[src/rtl/node_turn_executor_pkg.sv]
// node_turn_executor_pkg: shared state, turn and motor encodings plus default timing constants
package node_turn_executor_pkg;
  typedef enum logic [2:0] {IDLE, FOLLOW, NODE, SETTLE, CREEP, TURN, DONE, FAULT} state_t;
  typedef enum logic [1:0] {TURN_STRAIGHT, TURN_RIGHT, TURN_UTURN, TURN_LEFT} turn_t;
  typedef enum logic [1:0] {MOT_STOP = 2'b00, MOT_FWD = 2'b01, MOT_REV = 2'b10} mot_t;
  localparam int SETTLE_CYC_DEF       = 16;
  localparam int CREEP_CYC_DEF        = 312500;
  localparam int TURN_MIN_CYC_DEF     = 625000;
  localparam int UTURN_MIN_CYC_DEF    = 1562500;
  localparam int TURN_TIMEOUT_CYC_DEF = 4687500;
  localparam int CNT_W_DEF            = 23;
endpackage

[src/rtl/node_turn_executor_line_follow_steer.sv]
// line_follow_steer: sensor-to-wheel steering with a held last command for sensor dropouts
// ports: clk_3125KHz/rst_n clock and async reset; en lets the hold register track;
//        line_l/c/r sensors; cmd_l/cmd_r wheel commands (decoded, or held when no sensor sees the line)
module line_follow_steer
  import node_turn_executor_pkg::*;
(
  input  logic       clk_3125KHz,
  input  logic       rst_n,
  input  logic       en,
  input  logic       line_l,
  input  logic       line_c,
  input  logic       line_r,
  output logic [1:0] cmd_l,
  output logic [1:0] cmd_r
);
  logic [1:0] hold_l, hold_r, dec_l, dec_r;
  logic any;
  always_comb begin
    any   = line_l | line_c | line_r;
    dec_l = (line_l & ~line_r) ? MOT_STOP : MOT_FWD;
    dec_r = (line_r & ~line_l) ? MOT_STOP : MOT_FWD;
    cmd_l = any ? dec_l : hold_l;
    cmd_r = any ? dec_r : hold_r;
  end
  always_ff @(posedge clk_3125KHz or negedge rst_n)
    if (!rst_n) begin
      hold_l <= MOT_STOP;
      hold_r <= MOT_STOP;
    end else if (en && any) begin
      hold_l <= dec_l;
      hold_r <= dec_r;
    end
endmodule

[src/rtl/node_turn_executor.sv]
// node_turn_executor: line following, node arrival detection and turn execution on a differential drive
// ports: clk_3125KHz/rst_n clock and async active-low reset; run_en run/stop; node_flag node level;
//        line_l/c/r line sensors; turn_flag planner turn code; path_len nodes to traverse (0 = unbounded);
//        node_changed arrival pulse; mot_l/mot_r wheel commands; node_count accepted nodes;
//        path_done high in DONE; fault high in FAULT
module node_turn_executor
  import node_turn_executor_pkg::*;
#(
  parameter int SETTLE_CYC       = SETTLE_CYC_DEF,
  parameter int CREEP_CYC        = CREEP_CYC_DEF,
  parameter int TURN_MIN_CYC     = TURN_MIN_CYC_DEF,
  parameter int UTURN_MIN_CYC    = UTURN_MIN_CYC_DEF,
  parameter int TURN_TIMEOUT_CYC = TURN_TIMEOUT_CYC_DEF,
  parameter int CNT_W            = CNT_W_DEF
) (
  input  logic       clk_3125KHz,
  input  logic       rst_n,
  input  logic       run_en,
  input  logic       node_flag,
  input  logic       line_l,
  input  logic       line_c,
  input  logic       line_r,
  input  logic [1:0] turn_flag,
  input  logic [4:0] path_len,
  output logic       node_changed,
  output logic [1:0] mot_l,
  output logic [1:0] mot_r,
  output logic [4:0] node_count,
  output logic       path_done,
  output logic       fault
);
  state_t state, state_n;
  turn_t turn_r;
  logic [CNT_W-1:0] timer;
  logic [1:0] nf_sync, steer_l, steer_r, mot_l_n, mot_r_n;
  logic nf_prev, node_edge, settle_end, creep_end, turn_min_ok, turn_timeout;
  line_follow_steer u_steer (
    .clk_3125KHz(clk_3125KHz),
    .rst_n(rst_n),
    .en(state_n == FOLLOW),
    .line_l(line_l),
    .line_c(line_c),
    .line_r(line_r),
    .cmd_l(steer_l),
    .cmd_r(steer_r)
  );
  always_comb begin
    node_edge    = nf_sync[1] & ~nf_prev;
    settle_end   = timer == CNT_W'(SETTLE_CYC - 1);
    creep_end    = timer == CNT_W'(CREEP_CYC - 1);
    turn_min_ok  = timer >= (turn_r == TURN_UTURN ? CNT_W'(UTURN_MIN_CYC) : CNT_W'(TURN_MIN_CYC));
    turn_timeout = timer == CNT_W'(TURN_TIMEOUT_CYC - 1);
    state_n = state;
    if (!run_en) state_n = IDLE;
    else
      case (state)
        IDLE:    state_n = FOLLOW;
        FOLLOW:  state_n = node_edge ? NODE : FOLLOW;
        NODE:    state_n = SETTLE;
        SETTLE:  state_n = !settle_end ? SETTLE : (path_len != 5'd0 && node_count == path_len) ? DONE : CREEP;
        CREEP:   state_n = !creep_end ? CREEP : (turn_r == TURN_STRAIGHT) ? FOLLOW : TURN;
        TURN:    state_n = (turn_min_ok && line_c) ? FOLLOW : turn_timeout ? FAULT : TURN;
        default: state_n = state;
      endcase
    // motor commands are registered against the state being entered
    mot_l_n = state_n == FOLLOW ? steer_l : state_n == CREEP ? MOT_FWD :
              state_n == TURN ? (turn_r == TURN_RIGHT ? MOT_FWD : MOT_REV) : MOT_STOP;
    mot_r_n = state_n == FOLLOW ? steer_r : state_n == CREEP ? MOT_FWD :
              state_n == TURN ? (turn_r == TURN_RIGHT ? MOT_REV : MOT_FWD) : MOT_STOP;
  end
  always_ff @(posedge clk_3125KHz or negedge rst_n)
    if (!rst_n) begin
      state        <= IDLE;
      turn_r       <= TURN_STRAIGHT;
      timer        <= '0;
      nf_sync      <= '0;
      nf_prev      <= 1'b0;
      node_changed <= 1'b0;
      node_count   <= '0;
      mot_l        <= MOT_STOP;
      mot_r        <= MOT_STOP;
      path_done    <= 1'b0;
      fault        <= 1'b0;
    end else begin
      nf_sync      <= {nf_sync[0], node_flag};
      nf_prev      <= nf_sync[1];
      state        <= state_n;
      timer        <= state_n != state ? '0 : &timer ? timer : timer + 1'b1;
      node_changed <= state == FOLLOW && state_n == NODE;
      node_count   <= state == IDLE ? '0 :
                      (state == FOLLOW && state_n == NODE && !(&node_count)) ? node_count + 5'd1 : node_count;
      if (state == SETTLE && settle_end) turn_r <= turn_t'(turn_flag);
      mot_l        <= mot_l_n;
      mot_r        <= mot_r_n;
      path_done    <= state_n == DONE;
      fault        <= state_n == FAULT;
    end
endmodule

[config.mk]
export PLATFORM = sky130hd
export DESIGN_NAME = node_turn_executor
export DESIGN_NICKNAME = d
export VERILOG_FILES = /design/src/rtl/node_turn_executor_pkg.sv /design/src/rtl/node_turn_executor_line_follow_steer.sv /design/src/rtl/node_turn_executor.sv
export SDC_FILE = /design/constraint.sdc
export NUM_CORES = 1
export LEC_CHECK = 0
export CAP_MARGIN = 20
export CORE_MARGIN = 1.5
export CORE_UTILIZATION = 40
export CTS_BUF_LIST = sky130_fd_sc_hd__clkbuf_8 sky130_fd_sc_hd__clkbuf_16
export CTS_CLUSTER_DIAMETER = 30
export DETAILED_ROUTE_END_ITERATION = 16
export SLEW_MARGIN = 30
export SYNTH_ARGS = -nofsm -noshare
export SYNTH_HDL_FRONTEND = slang
export SYNTH_SLANG_ARGS = --single-unit
[constraint.sdc]
create_clock -name clk_3125KHz -period 4.47 [get_ports clk_3125KHz]
set_clock_uncertainty 0.1 [all_clocks]
set_input_delay 0.6705 -clock clk_3125KHz [delete_from_list [all_inputs] [get_ports clk_3125KHz]]
set_output_delay 0.6705 -clock clk_3125KHz [all_outputs]
set_load 0.02 [all_outputs]
# Word-level counts from Yosys, hierarchy flattened
# Cells that the tools add are included.
# op_classes
n_bitwise	8
n_shift	0
n_mux	26
n_mul	0
div_mod_pow	0
n_addsub	2
eq_ne	19
magnitude_cmp	1
reduce_logical	13
# ops
cell	count
two-way mux 23 bit	2
two-way mux 2 bit	13
adder 23 x 1 -> 23 bit (second input constant)	1
== test 23 x 19 -> 1 bit (second input constant)	1
== test 23 bit (second input constant)	1
== test 23 x 4 -> 1 bit (second input constant)	1
greater-or-equal comparator 23 x 21 -> 1 bit	1
AND reduction 23 bit	1
two-way mux 21 bit	1
== test 3 bit (second input constant)	6
case mux 3 bit (6 select lines)	1
two-way mux 3 bit	5
two-way mux 5 bit	2
== test 3 x 2 -> 1 bit (second input constant)	3
== test 3 x 1 -> 1 bit (second input constant)	2
logical AND 1 bit	6
adder 5 x 1 -> 5 bit (second input constant)	1
== test 5 bit	1
AND reduction 5 bit	1
nonzero test 5 bit	1
AND 1 bit	3
zero test 3 bit	1
!= test 3 bit	1
inverter 1 bit	3
8 further kinds	10
# word_totals
word_cells	82
mem_bits_ro	0
out_inout_bits	12
latch_bits	0
inputBits	14
register_bits	47
ram_bits	0
memories	0

# Depth between registers and ports, before layout
# logic_depth
depth_word	12
mapped_depth	10
depth_no_buf	9

# Cells and area by module
# From an unflattened synthesis, not the netlist that was laid out.
# hier_totals
cells_unflattened	299
area_unflattened_um2	3010.4
# modules_own_cells
mod	n_inst	cells_each	area_each_um2	seq_area_each_um2
node_turn_executor	1	286	2881.5	1076.0
line_follow_steer	1	13	128.9	50.0

# Worst setup path after synthesis
# No wires, ideal clock.
# synth_path
kind	reg2reg
from	reg turn_r[0]
to	reg u_steer.hold_l[0]
required_ns	4.238
n_path_buf	0
t_arrival_ns	2.796
path_stages_with_launch	10
slack_ns	1.442
setup_time_ns	0.132
cell_sequence	dfrtp_1 nor2b_1 inv_1 ha_1 nand2_1 or4_1 or4_1 o211ai_1 and4_1 a311oi_1
# synth_between
elab_chain_cells	9
elab_cells_between_ends	12
classes_between	order compare: 1; eq/ne: 2; mux: 6; reduce/logical: 3
# synth_lines
element	line_no	text
from (decl)	node_turn_executor.sv:33	turn_t turn_r;
from (signal assigned)	node_turn_executor.sv:92	if (state == SETTLE && settle_end) turn_r <= turn_t'(turn_flag);
== test 2 bit	node_turn_executor.sv:51	turn_min_ok = timer >= (turn_r == TURN_UTURN ? CNT_W'(UTURN_MIN_CYC) : CNT_W'(TURN_MIN_CYC));
two-way mux 21 bit	node_turn_executor.sv:51	
greater-or-equal comparator 23 x 21 -> 1 bit	node_turn_executor.sv:51	
logical AND 1 bit	node_turn_executor.sv:62	TURN: state_n = (turn_min_ok && line_c) ? FOLLOW : turn_timeout ? FAULT : TURN;
two-way mux 3 bit	node_turn_executor.sv:62	
case mux 3 bit (6 select lines) *	node_turn_executor.sv:56	case (state)
two-way mux 3 bit *	node_turn_executor.sv:54	if (!run_en) state_n = IDLE;
== test 3 x 1 -> 1 bit *	node_turn_executor.sv:40	.en(state_n == FOLLOW),
logical AND 1 bit *	node_turn_executor_line_follow_steer.sv:29	end else if (en && any) begin
to (signal assigned)	node_turn_executor_line_follow_steer.sv:30	hold_l <= dec_l;
to (decl)	node_turn_executor_line_follow_steer.sv:16	logic [1:0] hold_l, hold_r, dec_l, dec_r;
# Mark *: on every way between the ends. The rest lies on a longest branch, timed or not.
# A chain may end at the register's enable or synchronous reset.

# Worst setup path after layout
# Same ends and word-level chain as after synthesis.

==> flow_summary_export.csv <==
group,metric,value,unit
routing,via_count,2325,
synth,syn_inst,301,
clocking,clk_latency,300,ps
timing,max_clock_freq,0.291,GHz
synth,synthArstFlopShare,1.00,
setup_path,max_stage_delay,540,ps
setup_path,cpLargestDelayFamily,"simple AND/OR/NAND/NOR gates",
floorplanning,die_w,87.4,µm
timing,hold_slack,257,ps
routing,vias_per_cell,5.58,
place,hpwl,4460,µm
synth,synth_area_per_cell,9.47,µm²
clocking,tritoncts,"yes",
finish,final_nets,346,
setup_path,critPathLaunchType,"flip-flop",
setup_path,crit_type,"flip-flop to flip-flop",
hold_path,hp-class,"primary input to asynchronous set/reset pin",
synth,yosysUniqueCellTypes,57,
floorplanning,start_util,0.417,
setup_path,crit_path_end_kind,"flip-flop",
synth,synth-seq-area-share,0.395,
power_and_ir_drop,p_total,0.859,mW
clocking,holdBufCountCts,0,
timing,rsz0062_at_grt,"false",
grt,grt_overflow,0,
setup_path,crit_top_cell,"or4_1",
synth,synth-main-ff-cell,"dfrtp_1",
grt,antenna_found_initial,0,
setup_path,crit_slowest_cell,"or4_1",
synth,ys_warn_count,0,
power_and_ir_drop,powerDensity,262,nW/µm²
finish,antenna_cells,0,
setup_path,crit_chain,"nor2b_1, inv_1, ha_1, nand2_1, or4_1, or4_1, o211ai_1, a41oi_1, a311oi_1",
place,io_buffers,25,
setup_path,ff2ff_setup_slack,1030,ps
clocking,htreeDepth,2,
clocking,post_cts_resize_count,0,
synth,synth-edff-count,0,
grt,grt_max_degree,46,
timing,relSlewSlack,0.426,
status,status,"complete, no violations",
timing,setup_ws,1030,ps
timing,setup_viol,0,
setup_path,worstPathArrival,3550,ps
finish,syn_to_final_growth,14.9,%
timing,tns,0,ps
synth,ys_seq_elements,45,
place,gp_congestion,0.811,
finish,drive_gt1_frac,0.0654,
setup_path,cp_num_buf_inv,1,
grt,track_usage,0.182,
clocking,ctsLongestPathBuffers,2,
timing,fin_crit,3440,ps
routing,finalWirelength,6380,µm
flow_run,maxCapViolCount,0,
clocking,clock-sinks,45,
floorplanning,core_area,6830,µm²
grt,grt_pass1_vias,2217,
finish,final_common_cell,"dfrtp_1",
floorplanning,dieArea,7640,µm²
routing,ant_nets,0,
timing,finalMaxSlewViolations,0,
clocking,clock-root-buffer,"clkbuf_8",
power_and_ir_drop,vdd_ir_drop_max,154,µV
floorplanning,std_cell_rows,30,
floorplanning,io_pins,26,
synth,syn_nets,327,
timing,period_share,0.769,
routing,route.detailed.drc,0,
timing,tightest_slew,855,ps
grt,grt_pass1_wl,10800,µm
routing,wl_per_cell,15.3,µm
floorplanning,die_y,87.4,µm
setup_path,crit_fanout,12,
clocking,post_cts_buffers,0,
synth,syn_area,2850,µm²
routing,drt_pass1_iterations,4,
setup_path,required,4580,ps
place,post-place-ws,1030,ps
routing,drtIter0Drc,215,
timing,hold_viol_final,0,
clocking,path_clk_slew,90,ps
finish,final_cell_mix,"dfrtp_1, nor3_1, clkdlybuf4s50_1",
power_and_ir_drop,p_leak,1.32,nW
clocking,numCtsBuffers,5,
==> sequential cells by signal (all words and copies together), names as in the netlist, 2 cells and up <==
register	count
nf_sync	2
mot_r	2
state	3
turn_r	2
node_count	5
timer	23
mot_l	2
==> worst register-to-register path, delay by kind of cell (launching register included) <==
kind | cells | cell delay, ps
buf+inv | 1 | 260
simple gates | 4 | 1350
flops | 1 | 450
compound gates | 3 | 850
fa+ha+maj | 1 | 350
==> area by class of cell <==
class / instances / area, µm²
clock buffer: 6 / 82.6
clock inverter: 2 / 37.5
fill: 680 / 3560
inverter: 17 / 63.8
multi-input combinational: 224 / 1580
sequential: 45 / 1130
tap: 96 / 120
timing repair buffer: 27 / 263
==> synth_stat cells, types with 3 or more instances <==
master | instances | area [µm²]
and3_1 | 10 | 62.6
a211oi_1 | 5 | 37.5
o21ai_0 | 6 | 30.0
dfrtp_1 | 45 | 1130
nor2_1 | 17 | 63.8
nand2_1 | 21 | 78.8
clkbuf_1 | 8 | 30.0
nor3_1 | 30 | 150
nand4b_1 | 4 | 35.0
or3_1 | 4 | 25.0
buf_6 | 3 | 33.8
xor2_1 | 16 | 140
nand4_1 | 18 | 113
buf_2 | 4 | 20.0
a311oi_1 | 3 | 26.3
a41oi_1 | 3 | 26.3
nand3_1 | 10 | 50.1
xnor2_1 | 11 | 96.3
a21oi_1 | 5 | 25.0
ha_1 | 12 | 150
nor2b_1 | 3 | 18.8
nor4_1 | 3 | 18.8
inv_1 | 17 | 63.8
==> layer usage <==
metal	vias up	track usage	wire length, µm	part of all wire
li1	1157	-	-	-
met1	1118	0.251	3140	0.49
met2	44	0.295	2980	0.47
met3	6	0.0284	178	0.028
met4	0	0.0548	80	0.013
met5	-	0	0	0
==> worst paths after layout <==
kind                                                 end                  start  cells after the start
max                        u_steer.hold_l[0]$_DFFE_PN0P_  turn_r[0]$_DFFE_PN0P_                      9
min                                 timer[0]$_DFFE_PN0P_                  rst_n                      1
max reg2reg                u_steer.hold_l[0]$_DFFE_PN0P_  turn_r[0]$_DFFE_PN0P_                      9
min reg2reg                         nf_sync[1]$_DFF_PN0_   nf_sync[0]$_DFF_PN0_                      0
max in group asynchronous          timer[15]$_DFFE_PN0P_                  rst_n                      1
min in group clk_3125KHz            nf_sync[1]$_DFF_PN0_   nf_sync[0]$_DFF_PN0_                      0
==> cell families (layout without fill, tap and decap cells) <==
| family | after synthesis | after routing | share of synthesized area |
|---|---|---|---|
| AOI/OAI and AO/OA | 42 | 42 | 0.130 |
| xor gates and xnor gates | 27 | 27 | 0.0830 |
| adders and majority gates | 13 | 13 | 0.0562 |
| buffers and inverters | 32 | 52 | 0.0518 |
| DFF | 45 | 45 | 0.395 |
| muxes | 2 | 2 | 0.00703 |
| and+or+nand+nor | 140 | 140 | 0.277 |
==> report_power, final <==
part / internal [mW] / switching, mW / total, mW
clock: 0.182 / 0.143 / 0.325
combinational: 0.0398 / 0.0585 / 0.0983
sequential: 0.421 / 0.0160 / 0.437
==> per-stage QoR <==
step	cell area, µm²	utilization	cells
floorplan	2850	-	301
global placement	3150	0.460	409
detailed placement	3150	0.461	409
CTS	3270	0.478	417
global route	3270	0.479	417
finish	3270	0.479	417
Power figures use the tool's default switching activity.
